[src/rtl/soc_pkg.sv]
// Shared definitions for the serial-loopback SoC: APB register map, sequencer ROM
// layout and default contents, and the APB master state encoding.
package soc_pkg;

  localparam int APB_AW  = 4;
  localparam int APB_DW  = 11;
  localparam int ROM_W   = 11;
  localparam int FRAME_W = 9;

  localparam logic [APB_AW-1:0] ADDR_TXDATA = 4'h0;
  localparam logic [APB_AW-1:0] ADDR_STATUS = 4'h4;
  localparam logic [APB_AW-1:0] ADDR_RXDATA = 4'h8;

  localparam int STATUS_TX_BUSY  = 0;
  localparam int STATUS_RX_VALID = 1;

  localparam int ROM_BREAK    = 8;
  localparam int ROM_BAD_STOP = 9;
  localparam int ROM_NO_WAIT  = 10;

  typedef enum logic [1:0] {APB_IDLE, APB_SETUP, APB_ACCESS} apb_state_t;

  function automatic logic [ROM_W-1:0] default_rom(input int unsigned idx);
    case (idx)
      0:       return 11'h055;
      1:       return 11'h001;
      2:       return 11'h0A3;
      3:       return 11'h0FF;
      4:       return 11'h23C;
      5:       return 11'h100;
      6:       return 11'h481;
      7:       return 11'h07E;
      default: return '0;
    endcase
  endfunction

  function automatic logic even_parity(input logic [7:0] b);
    return ^b;
  endfunction

endpackage

[src/rtl/apb_uart.sv]
// APB slave UART: TXDATA/STATUS/RXDATA registers, a bit-serial transmitter with
// break/bad-stop injection, and a mid-bit sampling receiver with OE/BE/FE flags.
module apb_uart
  import soc_pkg::*;
#(
  parameter int BAUD_DIV = 50
) (
  input  logic               clk,
  input  logic               rst,
  input  logic               psel,
  input  logic               penable,
  input  logic               pwrite,
  input  logic [APB_AW-1:0]  paddr,
  input  logic [APB_DW-1:0]  pwdata,
  output logic [APB_DW-1:0]  prdata,
  output logic               pready,
  output logic               tx,
  input  logic               rx,
  output logic [FRAME_W-1:0] rx_frame,
  output logic               oe,
  output logic               be,
  output logic               fe
);

  localparam int CNT_W = 10;
  localparam logic [CNT_W-1:0] BIT_LAST  = CNT_W'(BAUD_DIV - 1);
  localparam logic [CNT_W-1:0] HALF_LAST = CNT_W'(BAUD_DIV / 2 - 1);

  typedef enum logic [1:0] {RX_IDLE, RX_START, RX_DATA} rx_state_t;

  function automatic logic [10:0] build_frame(input logic [APB_DW-1:0] w);
    if (w[ROM_BREAK]) return '0;
    return {~w[ROM_BAD_STOP], even_parity(w[7:0]), w[7:0], 1'b0};
  endfunction

  logic             tx_wr, rx_rd;
  logic             tx_busy, rx_valid;
  logic [10:0]      tx_shift;
  logic [CNT_W-1:0] tx_baud, rx_baud;
  logic [3:0]       tx_bits, rx_bits;
  rx_state_t        rx_state;
  logic             rx_prev;
  logic [9:0]       rx_shift;
  logic             vld_p1;
  logic             unused_bits;

  assign unused_bits = pwdata[ROM_NO_WAIT];
  assign pready = 1'b1;
  assign tx_wr  = psel & penable & pwrite & (paddr == ADDR_TXDATA);
  assign rx_rd  = psel & penable & ~pwrite & (paddr == ADDR_RXDATA);

  always_comb begin
    prdata = '0;
    case (paddr)
      ADDR_STATUS: prdata[1:0] = {rx_valid, tx_busy};
      ADDR_RXDATA: prdata[FRAME_W-1:0] = rx_frame;
      default:     prdata = '0;
    endcase
  end

  always_ff @(posedge clk or negedge rst) begin
    if (!rst) begin
      tx_busy  <= 1'b0;
      tx       <= 1'b1;
      tx_shift <= '1;
      tx_baud  <= '0;
      tx_bits  <= '0;
    end else if (tx_wr && !tx_busy) begin
      tx_busy  <= 1'b1;
      tx_shift <= build_frame(pwdata);
      tx       <= 1'b0;
      tx_baud  <= '0;
      tx_bits  <= '0;
    end else if (tx_busy) begin
      if (tx_baud == BIT_LAST) begin
        tx_baud <= '0;
        if (tx_bits == 4'd10) begin
          tx_busy <= 1'b0;
          tx      <= 1'b1;
        end else begin
          tx_bits  <= tx_bits + 1'b1;
          tx_shift <= {1'b1, tx_shift[10:1]};
          tx       <= tx_shift[1];
        end
      end else begin
        tx_baud <= tx_baud + 1'b1;
      end
    end
  end

  // p0: edge detect, start confirmation and mid-bit sampling
  always_ff @(posedge clk or negedge rst) begin
    if (!rst) begin
      rx_state <= RX_IDLE;
      rx_prev  <= 1'b1;
      rx_baud  <= '0;
      rx_bits  <= '0;
      rx_shift <= '0;
      vld_p1   <= 1'b0;
    end else begin
      rx_prev <= rx;
      vld_p1  <= 1'b0;
      case (rx_state)
        RX_IDLE: begin
          if (rx_prev && !rx) begin
            rx_state <= RX_START;
            rx_baud  <= '0;
          end
        end
        RX_START: begin
          if (rx_baud == HALF_LAST) begin
            rx_baud  <= '0;
            rx_bits  <= '0;
            rx_state <= rx ? RX_IDLE : RX_DATA;
          end else begin
            rx_baud <= rx_baud + 1'b1;
          end
        end
        RX_DATA: begin
          if (rx_baud == BIT_LAST) begin
            rx_baud  <= '0;
            rx_shift <= {rx, rx_shift[9:1]};
            if (rx_bits == 4'd9) begin
              rx_state <= RX_IDLE;
              vld_p1   <= 1'b1;
            end else begin
              rx_bits <= rx_bits + 1'b1;
            end
          end else begin
            rx_baud <= rx_baud + 1'b1;
          end
        end
        default: rx_state <= RX_IDLE;
      endcase
    end
  end

  // p1: frame completion; a coincident RXDATA read loses to the new frame
  always_ff @(posedge clk or negedge rst) begin
    if (!rst) begin
      rx_frame <= '0;
      oe       <= 1'b0;
      be       <= 1'b0;
      fe       <= 1'b0;
      rx_valid <= 1'b0;
    end else if (vld_p1) begin
      rx_frame <= rx_shift[8:0];
      be       <= (rx_shift == '0);
      fe       <= !rx_shift[9] && (rx_shift != '0);
      oe       <= rx_valid && !rx_rd;
      rx_valid <= 1'b1;
    end else if (rx_rd) begin
      rx_valid <= 1'b0;
    end
  end

endmodule

[src/rtl/soc_top.sv]
// Loopback SoC top: ROM-driven sequencer acting as APB master to apb_uart, whose
// TX line is wired straight back into its RX.
module soc_top
  import soc_pkg::*;
#(
  parameter int BAUD_DIV  = 50,
  parameter int ROM_DEPTH = 8
) (
  input  logic               clk,
  input  logic               rst,
  output logic [FRAME_W-1:0] data_out,
  output logic               OE,
  output logic               BE,
  output logic               FE
);

  localparam int IDX_W = (ROM_DEPTH > 1) ? $clog2(ROM_DEPTH) : 1;
  localparam logic [IDX_W-1:0] LAST_IDX = IDX_W'(ROM_DEPTH - 1);

  typedef enum logic [2:0] {OP_POLL_TX, OP_WRITE, OP_POLL_RX, OP_READ, OP_DONE} seq_op_t;

  apb_state_t        apb_state, apb_state_nxt;
  seq_op_t           op, op_nxt;
  logic [IDX_W-1:0]  idx, idx_nxt;
  logic [ROM_W-1:0]  entry;
  logic              advance;
  logic              psel, penable, pwrite, pready;
  logic [APB_AW-1:0] paddr;
  logic [APB_DW-1:0] pwdata, prdata;
  logic              line;
  logic              unused_prdata;

  assign entry         = default_rom(32'(idx));
  assign unused_prdata = ^prdata[APB_DW-1:2];

  always_ff @(posedge clk or negedge rst) begin
    if (!rst) begin
      apb_state <= APB_IDLE;
      op        <= OP_POLL_TX;
      idx       <= '0;
    end else begin
      apb_state <= apb_state_nxt;
      op        <= op_nxt;
      idx       <= idx_nxt;
    end
  end

  // The RX poll also waits for TX idle so the entry's own frame has landed before the read
  always_comb begin
    apb_state_nxt = apb_state;
    op_nxt        = op;
    idx_nxt       = idx;
    advance       = 1'b0;
    psel          = 1'b0;
    penable       = 1'b0;
    pwrite        = (op == OP_WRITE);
    paddr         = ADDR_STATUS;
    pwdata        = '0;
    case (op)
      OP_WRITE: begin
        paddr  = ADDR_TXDATA;
        pwdata = entry;
      end
      OP_READ: paddr = ADDR_RXDATA;
      default: ;
    endcase
    case (apb_state)
      APB_IDLE: if (op != OP_DONE) apb_state_nxt = APB_SETUP;
      APB_SETUP: begin
        psel          = 1'b1;
        apb_state_nxt = APB_ACCESS;
      end
      APB_ACCESS: begin
        psel    = 1'b1;
        penable = 1'b1;
        if (pready) begin
          case (op)
            OP_POLL_TX: if (!prdata[STATUS_TX_BUSY]) op_nxt = OP_WRITE;
            OP_WRITE:   if (entry[ROM_NO_WAIT]) advance = 1'b1; else op_nxt = OP_POLL_RX;
            OP_POLL_RX: if (prdata[STATUS_RX_VALID] && !prdata[STATUS_TX_BUSY]) op_nxt = OP_READ;
            OP_READ:    advance = 1'b1;
            default:    ;
          endcase
          if (advance) begin
            if (idx == LAST_IDX) begin
              op_nxt = OP_DONE;
            end else begin
              idx_nxt = idx + 1'b1;
              op_nxt  = OP_POLL_TX;
            end
          end
          apb_state_nxt = (op_nxt == OP_DONE) ? APB_IDLE : APB_SETUP;
        end
      end
      default: apb_state_nxt = APB_IDLE;
    endcase
  end

  apb_uart #(.BAUD_DIV(BAUD_DIV)) u_uart (
    .clk      (clk),
    .rst      (rst),
    .psel     (psel),
    .penable  (penable),
    .pwrite   (pwrite),
    .paddr    (paddr),
    .pwdata   (pwdata),
    .prdata   (prdata),
    .pready   (pready),
    .tx       (line),
    .rx       (line),
    .rx_frame (data_out),
    .oe       (OE),
    .be       (BE),
    .fe       (FE)
  );

endmodule

[config.mk]
export PLATFORM = sky130hd
export DESIGN_NAME = soc_top
export DESIGN_NICKNAME = d
export VERILOG_FILES = /design/src/rtl/soc_pkg.sv /design/src/rtl/apb_uart.sv /design/src/rtl/soc_top.sv
export SDC_FILE = /design/constraint.sdc
export NUM_CORES = 1
export LEC_CHECK = 0
export ABC_AREA = 1
export BUFFER_PORTS_ARGS = -buffer_cell sky130_fd_sc_hd__buf_4
export CELL_PAD_IN_SITES_DETAIL_PLACEMENT = 0
export CELL_PAD_IN_SITES_GLOBAL_PLACEMENT = 1
export CORE_AREA = 2 2 110 112
export DETAILED_ROUTE_END_ITERATION = 10
export DIE_AREA = 0 0 112 114
export GPL_TIMING_DRIVEN = 0
export MAX_ROUTING_LAYER = met4
export PLACE_DENSITY = 0.61
export SYNTH_ARGS = -nofsm -noshare
export SYNTH_HDL_FRONTEND = slang
export SYNTH_SLANG_ARGS = --single-unit
[constraint.sdc]
create_clock -name clk -period 2.1 [get_ports clk]
set_input_delay 0 -clock clk [delete_from_list [all_inputs] [get_ports clk]]
set_output_delay 0 -clock clk [all_outputs]
set_load 0.005 [all_outputs]
# Word level (Yosys, flattened, before mapping)
# Memory sizes are Yosys's and may differ from the RTL's.
# Index checks and enable logic that the tools add are counted.
totals:
  mem_bits_rw: 0
  memories: 1
  regBits: 76
  latch_bits: 0
  rom_bits: 88
  output_inout_bits: 12
memory_table:
  columns: ["memory", "words", "width", "read_ports", "rd_ports_with_merged_regs", "write_ports", "line_no", "rtl"]
  rows:
  - ["(name not given)", 8, 11, 1, 0, 0, "soc_pkg.sv:24", "case (idx)"]
op_classes:
  muxes: 60
  reduce_logical: 30
  n_div: 0
  n_shift: 0
  eq_ne: 24
  n_bitwise: 8
  order_cmp: 0
  multipliers: 0
  n_addsub: 5
op_table:
  columns: ["op", "n"]
  rows:
  - ["2-to-1 mux 10 bit", 7]
  - ["2-to-1 mux 11 bit", 6]
  - ["case mux 10 bit (3 select lines)", 1]
  - ["2-to-1 mux 4 bit", 7]
  - ["adder 10 x 1 -> 10 bit (second input constant)", 2]
  - ["== test 10 x 6 -> 1 bit (second input constant)", 2]
  - ["2-to-1 mux 1 bit", 20]
  - ["2-to-1 mux 3 bit", 6]
  - ["case mux 4 bit (2 select lines)", 2]
  - ["== test 4 bit (second input constant)", 3]
  - ["2-to-1 mux 2 bit", 6]
  - ["case mux 2 bit (3 select lines)", 2]
  - ["== test 10 x 5 -> 1 bit (second input constant)", 1]
  - ["logical NOT 10 bit", 1]
  - ["inequality test 2 x 1 -> 1 bit (second input constant)", 5]
  - ["nonzero test 10 bit", 1]
  - ["case mux 3 bit (3 select lines)", 1]
  - ["adder 4 x 1 -> 4 bit (second input constant)", 2]
  - ["AND reduction 4 bit", 2]
  - ["nonzero test 2 bit", 4]
  - ["parity 8 bit", 1]
  - ["== test 3 x 2 -> 1 bit (second input constant)", 2]
  - ["== test 3 bit (second input constant)", 2]
  - ["AND reduction 2 bit", 3]
  - ["19 further kinds", 38]

# Depth between registers and ports, before layout
# Gate-level depths: netlist of the first run.
logic_depth:
  ltp_word: 13
  depth_mapped: 11
  depth_no_buf: 10

# Modules after synthesis
# From an unflattened synthesis of the first run, not the netlist that was laid out.
unflattened:
  cells_unflattened: 593
  area_unflattened_um2: 4411.7
by_module_without_submodules:
  columns: ["mod", "instances", "area_each_um2", "cells_each"]
  rows:
  - ["apb_uart", 1, 3762.4, 503]
  - ["soc_top", 1, 649.4, 90]

# Worst setup path before layout of the first run
# OpenSTA, ideal clock, no wires.
synth_timing:
  path_type: "reg2reg"
  startpoint: "register u_uart.rx_state[0]"
  endpoint: "register u_uart.rx_baud[4]"
  arrival_time_ns: 1.394
  setup_slack_ns: 0.580
  t_required_ns: 1.974
  n_path_buf: 1
  setup_time_ns: 0.126
  stages_incl_launch_ff: 9
  cell_sequence: "dfrtp_1 -> inv_1 -> ha_1 -> nor2_1 -> nor2_1 -> buf_2 -> nand3_1 -> o21ai_0 -> a21oi_1"
synth_between:
  elab_chain_cells: 3
  word_cells_on_any_way: 7
  cone_classes: "3 x eq/ne; 1 x mux; 3 x reduce/logical"
synth_lines:
  columns: ["element", "line_no", "rtl"]
  rows:
  - ["start, declared", "apb_uart.sv:41", "rx_state_t rx_state;"]
  - ["start signal, assigned", "apb_uart.sv:114", "rx_state <= rx ? RX_IDLE : RX_DATA;"]
  - ["== test 2 x 1 -> 1 bit, or another cell as far along", "apb_uart.sv:103", "case (rx_state)"]
  - ["nonzero test 3 bit (no source line) or inequality test 2 x 1 -> 1 bit (tied branches)", null, null]
  - ["AND reduction 2 bit (no source line)", null, null]
  - ["end signal, assigned", "apb_uart.sv:116", "rx_baud <= rx_baud + 1'b1;"]
  - ["end signal, assigned", "apb_uart.sv:130", "rx_baud <= rx_baud + 1'b1;"]
  - ["end, declared", "apb_uart.sv:39", "logic [CNT_W-1:0] tx_baud, rx_baud;"]
# Parallel ways exist; a longest one is shown, timed or not.
# A chain may end at the register's enable or synchronous reset.

# Worst setup path in the final report of the first run
# Same ends and word-level chain as after synthesis.

==> results.sh, run 1 <==
export IMPL_status="finished clean"
export IMPL_yosysUniqueCellTypes=37
export IMPL_layout_commonest_cell="nand2_1"
export IMPL_synth_compound_area_share_pct=9.47
export IMPL_die_w_um=112
export IMPL_mappedNetlistArea_um2=3980
export IMPL_netlist_instances=490
export IMPL_hold_path_class="input pin to asynchronous set/reset pin"
export IMPL_ant_nets=0
export IMPL_hold_violations=0
export IMPL_placementRows=40
export IMPL_grt_max_degree=76
export IMPL_crit_type="flip-flop to flip-flop"
export IMPL_port_buffer_count=13
export IMPL_muxShareOfSynthArea_pct=0
export IMPL_startpoint_type="flip-flop"
export IMPL_drt_first_iter_violations=176
export IMPL_syn_area_per_cell_um2=8.12
export IMPL_fillers=1216
export IMPL_fin_nets=534
export IMPL_yosys_area_share_simple_pct=28.0
export IMPL_powerDensity_nw_per_um2=650
export IMPL_use_met3_pct=2.71
export IMPL_cts_max_path_buffers=2
export IMPL_crit_required_ns=2.31
export IMPL_tightest_slew_ns=0.988
export IMPL_leakagePower_nw=2.22
export IMPL_drive_gt1_share_pct=13.8
export IMPL_vias_per_cell=4.76
export IMPL_grt_usage_pct=14.5
export IMPL_vias=3176
export IMPL_grt_pass1_vias=3136
export IMPL_dieHeight_um=114
export IMPL_relSlewSlack_pct=34.1
export IMPL_async_flop_share_pct=100
export IMPL_wl_per_cell_um=12.3
export IMPL_setup_tns_final_ns=0
export IMPL_synth_top_family_by_area="simple AND/OR/NAND/NOR gates"
export IMPL_io_pins=14
export IMPL_cp_data_arrival_time_ns=1.98
export IMPL_syn_nets=509
export IMPL_ys_ff_latch=75
export IMPL_cts_setup_buffers=0
export IMPL_max_vdd_ir_drop_mv=0.315
export IMPL_grt_ovfl_total=0
export IMPL_drc=0
export IMPL_slew_violations=0
export IMPL_mostFrequentLayoutCells="145 x nand2_1, 63 x dfrtp_1, 61 x inv_1, 45 x o21ai_0, 33 x nand3_1"
export IMPL_rsz0062_at_grt="false"
export IMPL_grt_pass1_wl_um=14700
export IMPL_whs_ns=0.359
export IMPL_stdcell_count=667
export IMPL_antenna_cells=0
export IMPL_clock_sinks=75
export IMPL_yosys_warnings=0
export IMPL_core_um2=11700
export IMPL_place_congestion=0.768
export IMPL_first_pass_iters=4
export IMPL_crit_fanout=10
export IMPL_cts_made_buffers=9
export IMPL_max_freq_ghz=0.566
export IMPL_yosysSeqAreaShare_pct=47.5
export IMPL_post_synth_xor_area_fraction_pct=1.98
export IMPL_dp_hpwl_um=5590
export IMPL_drt_total_wl_um=8180
export IMPL_path_clk_slew_ns=0.07
export IMPL_period_needed_ns=1.77
export IMPL_fin_crit_sh_pct=84.1
export IMPL_areaGrowthSynthToFinish_pct=14.5
export IMPL_met1_usage_pct=18.6
export IMPL_final_setup_viol_count=0
export IMPL_cts_tree="done"
export IMPL_cts_resized_gates=0
export IMPL_holdBufCountCts=1
export IMPL_dp_cells=650
export IMPL_skew_ns=0.00781
export IMPL_die_area_um2=12800
export IMPL_ys_dominant_reg_cell="dfrtp_1"
export IMPL_antenna_found_initial=0
export IMPL_crit_path_end_kind="flip-flop"
export IMPL_grtUsageMet2_pct=22.7
export IMPL_root_buffer="clkbuf_16"
export IMPL_busiest_layer="met2"
export IMPL_clkLatencyLatePin_ns=0.34
export IMPL_cap_violations=0
export IMPL_synth_fa_ha_area_share_pct=5.35
export IMPL_synth_edf_count=0
export IMPL_cts_max_level=3
export IMPL_start_util_pct=34.0
[path summary, 6_finish.rpt]
path | startpoint | to | slack (ns) | cells after the start
worst max-delay path | u_uart.rx_state[0]$_DFFE_PN0P_ | u_uart.rx_baud[4]$_DFFE_PN0P_ | 0.33 | 8
worst min-delay path | rst | u_uart.rx_frame[4]$_DFFE_PN0P_ | 0.36 | 2
worst max register to register | u_uart.rx_state[0]$_DFFE_PN0P_ | u_uart.rx_baud[4]$_DFFE_PN0P_ | 0.33 | 8
worst min register to register | u_uart.tx$_DFFE_PN1P_ | u_uart.rx_prev$_DFF_PN1_ | 0.40 | 0
max in group asynchronous | rst | u_uart.rx_baud[9]$_DFFE_PN0P_ | 1.10 | 2
min in group clk | u_uart.tx$_DFFE_PN1P_ | u_uart.rx_prev$_DFF_PN1_ | 0.40 | 0
[cell families (layout without fill, tap and decap cells)]
| family | after synthesis | after routing |
|---|---|---|
| and+or+nand+nor | 245 | 245 |
| xor gates and xnor gates | 9 | 9 |
| buffers and inverters | 73 | 103 |
| adders and majority gates | 17 | 17 |
| AOI/OAI and AO/OA | 71 | 71 |
| DFF | 75 | 75 |
[metrics by stage]
| stage | total power (W) | area [µm²] | setup slack [ns] | util, % |
|---|---|---|---|---|
| 3_3_place_gp | 0.00150 | 4260 | 0.299 | 36.4 |
| 3_5_place_dp | 0.00150 | 4260 | 0.314 | 36.4 |
| 4_1_cts | 0.00303 | 4550 | 0.302 | 38.9 |
| 2_1_floorplan | 0.00147 | 3980 | 0.580 | - |
| 5_1_grt | 0.00309 | 4550 | 0.152 | 38.9 |
| 6_report | 0.00296 | 4550 | 0.334 | 38.9 |
[worst max-delay path: stages, from the launching register on]
cell	delay, ns
dfrtp_1	0.37
inv_1	0.07
ha_1	0.42
nor2_1	0.08
nor2_1	0.13
buf_2	0.23
nand3_1	0.12
o21ai_0	0.16
a21oi_1	0.06
[registers in the layout, summed over array words and instances (netlist names), 2 cells and up]
| name | cells |
|---|---|
| apb_state | 2 |
| idx | 3 |
| op | 3 |
| u_uart.rx_baud | 10 |
| u_uart.rx_bits | 4 |
| u_uart.rx_frame | 9 |
| u_uart.rx_shift | 10 |
| u_uart.rx_state | 2 |
| u_uart.tx_baud | 10 |
| u_uart.tx_bits | 4 |
| u_uart.tx_shift | 10 |
[Yosys cell counts, types with 2 or more instances]
library cell  instances  share of area [%]
a21oi_1              12                1.5
buf_2                 3               0.38
buf_4                 2               0.38
clkbuf_1              2               0.19
dfrtp_1              63                 40
dfstp_2              12                7.9
ha_1                 17                5.3
inv_1                61                5.8
inv_2                 2               0.19
nand2_1             145                 14
nand2_2               5               0.79
nand2_4               2               0.57
nand3_1              33                4.2
nand3b_1              2               0.38
nand4_1              14                2.2
nor2_1               22                2.1
nor2_4                3               0.85
nor3_1                8                1.0
o21ai_0              45                5.7
o21ai_1               3               0.38
o22ai_1               6               0.94
or2_2                 6               0.94
xor2_1                8                1.8
[where the power goes]
| group | internal, W | switching, W |
|---|---|---|
| registers | 0.00145 | 0 |
| clock network | 0.000819 | 0.000667 |
| logic | 0.00000239 | 0.0000284 |
| total | 0.00227 | 0.000696 |
[area by class of cell]
type                            count  area (µm²)  share of cell area, %
Buffer                              9        63.8                   1.40
Clock buffer                        9         225                   4.95
Clock inverter                      7        58.8                   1.29
Inverter                           64         243                   5.33
Multi-Input combinational cell    342        1780                   39.1
Sequential cell                    75        1890                   41.5
Tap cell                          147         184                   4.04
Timing Repair Buffer               14         108                   2.36
[per-layer routing]
metal	routed length, µm	vias to the layer above
met3	182	11
met4	163	0
met2	3750	23
li1	-	1633
met1	4080	1509
met5	0	-
Power figures use the tool's default switching activity.
==> run 2: changes to the inputs <==
==> constraint.sdc (replaced) <==
create_clock -name clk -period 1.68 [get_ports clk]
set_input_delay 0 -clock clk [delete_from_list [all_inputs] [get_ports clk]]
set_output_delay 0 -clock clk [all_outputs]
set_load 0.005 [all_outputs]
==> results.sh, run 2 (synthesis results as in run 1) <==
export IMPL_path_buf_inv=2
export IMPL_antenna_cells=0
export IMPL_layout_commonest_cell="nand2_1"
export IMPL_drive_gt1_share_pct=17.8
export IMPL_crit_top_cell="nand2_2"
export IMPL_postLayoutCellArea_um2=4670
export IMPL_wl_per_cell_um=12.4
export IMPL_status="finished clean"
export IMPL_drc=0
export IMPL_io_pins=14
export IMPL_period_needed_ns=1.58
export IMPL_drt_total_wl_um=8390
export IMPL_grt_usage_pct=14.5
export IMPL_place_congestion=0.768
export IMPL_rsz0062_at_grt="true"
export IMPL_cts_max_path_buffers=2
export IMPL_hold_path_class="input pin to asynchronous set/reset pin"
export IMPL_place_area_um2=4260
export IMPL_final_setup_viol_count=0
export IMPL_clockPowerShare_pct=50.2
export IMPL_cap_violations=0
export IMPL_path_clk_slew_ns=0.07
export IMPL_crit_path_end_kind="flip-flop"
export IMPL_grt_max_degree=76
export IMPL_dp_hpwl_um=5590
export IMPL_mostFrequentLayoutCells="140 x nand2_1, 62 x dfrtp_1, 58 x inv_1, 43 x o21ai_0, 33 x nand3_1"
export IMPL_whs_ns=0.355
export IMPL_slew_violations=0
export IMPL_dieHeight_um=114
export IMPL_relSlewSlack_pct=34.3
export IMPL_grt_pass1_wl_um=14700
export IMPL_areaGrowthSynthToFinish_pct=17.4
export IMPL_critPathTopFamily="simple AND/OR/NAND/NOR gates"
export IMPL_tightest_slew_ns=0.986
export IMPL_clock_sinks=75
export IMPL_start_util_pct=34.0
export IMPL_max_vdd_ir_drop_mv=0.393
export IMPL_root_buffer="clkbuf_16"
export IMPL_critPathMaxStageDelay_ns=0.41
export IMPL_core_um2=11700
export IMPL_crit_type="flip-flop to flip-flop"
export IMPL_grt_pass1_vias=3136
export IMPL_intPower_w=0.00283
export IMPL_drt_first_iter_violations=193
export IMPL_vias=3209
export IMPL_port_buffer_count=13
export IMPL_die_w_um=112
export IMPL_fin_nets=542
export IMPL_startpoint_type="flip-flop"
export IMPL_placementRows=40
export IMPL_swShare_pct=23.5
export IMPL_skew_ns=0.00688
export IMPL_max_freq_ghz=0.632
export IMPL_seqPwrFrac_pct=48.8
export IMPL_cts_max_level=3
export IMPL_powerDensity_nw_per_um2=793
export IMPL_antenna_found_initial=0
export IMPL_crit_required_ns=1.90
export IMPL_p_switching_w=0.000872
export IMPL_hold_violations=0
export IMPL_crit_fanout=5
export IMPL_vias_per_cell=4.75
export IMPL_die_area_um2=12800
export IMPL_cts_made_buffers=9
export IMPL_leakagePower_nw=2.28
export IMPL_first_pass_iters=4
export IMPL_combPwrFrac_pct=1.0
export IMPL_cts_tree="done"
export IMPL_fin_crit_sh_pct=94.2
export IMPL_slowest_stage="dfrtp_1"
export IMPL_clkLatencyLatePin_ns=0.34
export IMPL_cp_data_arrival_time_ns=1.80
export IMPL_ant_nets=0
export IMPL_cp_cell_sequence="inv_1 -> ha_1 -> inv_1 -> nor3_2 -> nand2_2 -> nand2_2 -> nand2_2 -> nand2_4 -> a21oi_1"
export IMPL_grt_ovfl_total=0
[run 2: final timing paths]
path,from,slack [ns],end,depth (start not counted)
setup / recovery,u_uart.rx_baud[1]$_DFFE_PN0P_,0.1,u_uart.rx_baud[5]$_DFFE_PN0P_,9
hold / removal,rst,0.36,u_uart.rx_frame[4]$_DFFE_PN0P_,2
setup reg to reg,u_uart.rx_baud[1]$_DFFE_PN0P_,0.1,u_uart.rx_baud[5]$_DFFE_PN0P_,9
hold reg to reg,u_uart.tx$_DFFE_PN1P_,0.40,u_uart.rx_prev$_DFF_PN1_,0
max in group asynchronous,rst,0.64,u_uart.rx_baud[0]$_DFFE_PN0P_,2
min in group clk,u_uart.tx$_DFFE_PN1P_,0.40,u_uart.rx_prev$_DFF_PN1_,0
[run 2: final cells by class]
class / instances / area (µm²)
sequential: 75 / 1890
fill: 1209 / 7040
inverter: 64 / 243
clock inverter: 7 / 58.8
multi-input combinational: 342 / 1830
timing repair buffer: 22 / 168
tap: 147 / 184
clock buffer: 9 / 225
buffer: 9 / 66.3
[run 2: power groups by stage]
stage               clock network (W)  registers (W)       logic, W
detailed placement                  0        0.00184      0.0000402
global route                  0.00201        0.00181      0.0000470
floorplan                           0        0.00184  0.00000000103
global placement                    0        0.00184      0.0000399
CTS                           0.00194        0.00181      0.0000421
finish                        0.00186        0.00181      0.0000384
[run 2: stage by stage]
step | std cells | TNS (ns) | power (W) | setup WS (ns) | util, %
2_1_floorplan | 490 | 0 | 0.00184 | 0.160 | -
3_3_place_gp | 650 | -0.581 | 0.00188 | -0.121 | 36.4
3_5_place_dp | 650 | -0.479 | 0.00188 | -0.106 | 36.4
4_1_cts | 667 | 0 | 0.00379 | 0.00778 | 39.1
5_1_grt | 675 | -0.0624 | 0.00387 | -0.0209 | 39.9
6_report | 675 | 0 | 0.00371 | 0.0968 | 39.9
[run 2: repair_timing]
item,in CTS,in global routing
cloned,0,1
setup endpoints to repair,5,41
hold endpoints to repair,63,0
pin swaps,0,3
buffers inserted,0,7
gates resized for setup,5,17
hold buffers,1,0
[run 2: layer usage]
layer / global-route usage [%] / wire, µm / part of all wire, %
met2: 22.7 / 3860 / 46
met5: - / 0 / 0
met1: 18.6 / 4160 / 50
met4: 6.59 / 163 / 1.9
met3: 2.71 / 207 / 2.5
[run 2: worst reg2reg max path, stage by stage (launching register included)]
cell and delay [ns]:
dfrtp_1 0.41, inv_1 0.09, ha_1 0.14, inv_1 0.05, nor3_2 0.18, nand2_2 0.14, nand2_2 0.13, nand2_2 0.13
nand2_4 0.12, a21oi_1 0.07
==> run 3: changes to the inputs <==
--- a/config.mk
+++ b/config.mk
@@ -5,16 +5,17 @@
 export SDC_FILE = /design/constraint.sdc
 export NUM_CORES = 1
 export LEC_CHECK = 0
-export ABC_AREA = 1
+export ABC_AREA = 0
 export BUFFER_PORTS_ARGS = -buffer_cell sky130_fd_sc_hd__buf_4
 export CELL_PAD_IN_SITES_DETAIL_PLACEMENT = 0
 export CELL_PAD_IN_SITES_GLOBAL_PLACEMENT = 1
-export CORE_AREA = 2 2 110 112
+export CORE_AREA = 2 2 111 113
 export DETAILED_ROUTE_END_ITERATION = 10
-export DIE_AREA = 0 0 112 114
+export DIE_AREA = 0 0 113 115
 export GPL_TIMING_DRIVEN = 0
 export MAX_ROUTING_LAYER = met4
-export PLACE_DENSITY = 0.61
+export PLACE_DENSITY = 0.59
+export SLEW_MARGIN = 20
 export SYNTH_ARGS = -nofsm -noshare
 export SYNTH_HDL_FRONTEND = slang
 export SYNTH_SLANG_ARGS = --single-unit
==> results.sh, run 3 <==
export IMPL_dp_hpwl_um=5660
export IMPL_hold_path_class="input pin to asynchronous set/reset pin"
export IMPL_yosysSeqAreaShare_pct=46.8
export IMPL_areaGrowthSynthToFinish_pct=32.9
export IMPL_grt_pass1_vias=3105
export IMPL_grt_ovfl_total=0
export IMPL_clock_sinks=75
export IMPL_crit_required_ns=1.90
export IMPL_stdcell_count=605
export IMPL_violations="setup timing"
export IMPL_wl_per_cell_um=15.4
export IMPL_vias=3185
export IMPL_seq_area_um2=1900
export IMPL_syn_nets=412
export IMPL_antenna_cells=0
export IMPL_relSlewSlack_pct=51.5
export IMPL_status="finished with violations"
export IMPL_core_um2=11800
export IMPL_placementRows=40
export IMPL_yosysTopAreaCell="dfrtp_1"
export IMPL_skew_ns=0.00692
export IMPL_leakagePower_nw=2.29
export IMPL_place_congestion=0.790
export IMPL_dieHeight_um=115
export IMPL_tightest_slew_ns=0.727
export IMPL_drc=0
export IMPL_path_clk_slew_ns=0.06
export IMPL_cap_violations=0
export IMPL_syn_area_per_cell_um2=10.3
export IMPL_critPathTopFamily="flip-flops"
export IMPL_critPathMaxStageDelay_ns=0.38
export IMPL_cp_data_arrival_time_ns=2.10
export IMPL_max_freq_ghz=0.530
export IMPL_die_area_um2=13000
export IMPL_ys_ff_latch=75
export IMPL_yosysUniqueCellTypes=62
export IMPL_cp_cell_sequence="buf_2 -> nand4b_1 -> buf_4 -> o41ai_4 -> nand3_2 -> mux2_4"
export IMPL_dp_cells=553
export IMPL_drt_first_iter_violations=155
export IMPL_fillers=1115
export IMPL_cts_tree="done"
export IMPL_port_buffer_count=13
export IMPL_yosys_top_cells_area="dfrtp_1 39%, dfstp_2 7.8%, mux2_2 6.1%, ha_1 5.3%, nand2_1 5.2%"
export IMPL_path_buf_inv=2
export IMPL_io_pins=14
export IMPL_netlist_instances=393
export IMPL_drive_gt1_share_pct=40.0
export IMPL_rsz0062_at_grt="true"
export IMPL_period_needed_ns=1.89
export IMPL_vias_per_cell=5.26
export IMPL_synth_edf_count=0
export IMPL_max_vdd_ir_drop_mv=0.572
export IMPL_final_setup_viol_count=36
export IMPL_yosys_warnings=0
export IMPL_antenna_found_initial=0
export IMPL_mappedNetlistArea_um2=4040
export IMPL_crit_type="flip-flop to flip-flop"
export IMPL_fin_crit_sh_pct=112
export IMPL_ys_dominant_reg_cell="dfrtp_1"
export IMPL_yosys_cell_count_top_type="dfrtp_1"
export IMPL_fin_nets=472
export IMPL_mostFrequentLayoutCells="55 x dfrtp_1, 47 x nand2_1, 43 x buf_4, 21 x inv_1, 17 x mux2_2"
export IMPL_cts_max_path_buffers=2
export IMPL_grt_max_degree=76
export IMPL_cts_max_level=3
export IMPL_async_flop_share_pct=100
export IMPL_setup_ws_ns=-0.208
export IMPL_ant_nets=0
export IMPL_first_pass_iters=4
export IMPL_grt_pass1_wl_um=15500
export IMPL_slew_violations=0
export IMPL_grt_usage_pct=15.3
export IMPL_powerDensity_nw_per_um2=705
export IMPL_die_w_um=113
export IMPL_whs_ns=0.255
export IMPL_start_util_pct=34.2
export IMPL_multi_input_area_um2=2370
export IMPL_drt_total_wl_um=9340
export IMPL_slowest_stage="dfrtp_1"
export IMPL_hold_violations=0
export IMPL_synth_top_area_share_pct=39.0
export IMPL_crit_path_end_kind="flip-flop"
export IMPL_clkLatencyLatePin_ns=0.33
export IMPL_startpoint_type="flip-flop"
export IMPL_root_buffer="clkbuf_16"
export IMPL_synth_commonest_cells="63 x dfrtp_1, 56 x nand2_1, 25 x inv_1"
export IMPL_crit_fanout=10
export IMPL_cts_made_buffers=9
export IMPL_layout_commonest_cell="dfrtp_1"
==> run 3: changes by cell type after synthesis, moves of 6 or more <==
cell,change
mux2_1,+6
o21ai_0,-31
clkbuf_1,+8
xor2_1,-7
mux2i_1,+8
inv_1,-36
nand2_1,-89
nor2_1,-16
mux2_2,+22
nand3_1,-21
o211ai_1,+7
==> run 3: cells by family (layout without fill, tap and decap cells) <==
family,count (synthesis),after routing,synth area share (%)
xor gates and xnor gates,7,7,1.52
buffers and inverters,39,104,3.68
and+or+nand+nor,135,135,18.4
adders and majority gates,17,17,5.26
AOI/OAI and AO/OA,83,83,14.2
DFF,75,75,46.8
muxes,37,37,10.2
==> run 3: worst reg2reg max path, stage by stage (launching register included) <==
cell	delay, ns
dfrtp_1	0.38
buf_2	0.18
nand4b_1	0.24
buf_4	0.19
o41ai_4	0.34
nand3_2	0.14
mux2_4	0.30
==> run 3: timing repair <==
item	4_1_cts	5_1_grt
resized for setup	52	57
hold endpoints to repair	63	0
hold buffers	1	0
endpoints found under the setup margin	55	54
gates cloned	2	0
setup buffers	23	15
pin swaps	14	33
==> run 3: final cells by class <==
type,instances,area share [%]
tap,147,3.42
clock buffer,11,4.52
inverter,25,1.75
timing repair buffer,53,8.57
sequential,75,35.4
buffer,10,1.30
clock inverter,5,0.978
multi-input combinational,279,44.1
==> run 3: metrics by stage <==
| step | setup TNS [ns] | cell area [µm²] | setup WS (ns) | power (W) | util (%) |
|---|---|---|---|---|---|
| floorplan | -1.56 | 4080 | -0.113 | 0.00184 | - |
| global placement | -14.20 | 4360 | -0.489 | 0.00188 | 36.9 |
| detailed placement | -13.09 | 4360 | -0.442 | 0.00188 | 36.9 |
| CTS | -3.68 | 5050 | -0.205 | 0.00386 | 42.8 |
| global route | -7.39 | 5370 | -0.293 | 0.00394 | 45.5 |
| finish | -4.27 | 5370 | -0.208 | 0.00379 | 45.5 |
==> run 3: final timing paths <==
check                                               from                             end  slack [ns]  depth (start not counted)
setup / recovery           u_uart.rx_baud[3]$_DFFE_PN0P_  u_uart.rx_state[0]$_DFFE_PN0P_       -0.21                          6
min in group clk                   u_uart.tx$_DFFE_PN1P_        u_uart.rx_prev$_DFF_PN1_        0.40                          0
hold reg to reg                    u_uart.tx$_DFFE_PN1P_        u_uart.rx_prev$_DFF_PN1_        0.40                          0
hold / removal                                       rst   u_uart.tx_baud[1]$_DFFE_PN0P_        0.25                          2
max in group asynchronous                            rst  u_uart.rx_shift[4]$_DFFE_PN0P_        0.86                          2
setup reg to reg           u_uart.rx_baud[3]$_DFFE_PN0P_  u_uart.rx_state[0]$_DFFE_PN0P_       -0.21                          6
==> run 3: where the power goes <==
group	switching (W)	internal, W	leakage (nW)	total [W]
clock network	0.000757	0.00118	0.145	0.00194
registers	0	0.00181	0.965	0.00181
logic	0.0000361	0.00000377	1.18	0.0000399
total	0.000793	0.00300	2.29	0.00379
==> run 3: per-layer routing <==
layer  GRT usage [%]  vias to the layer above  share of wire (%)
met5               -                        -                  0
met4            3.33                        0                1.5
met3            4.27                       13                2.9
met2            23.8                       42                 48
met1            20.0                     1582                 48
li1                -                     1548                  -
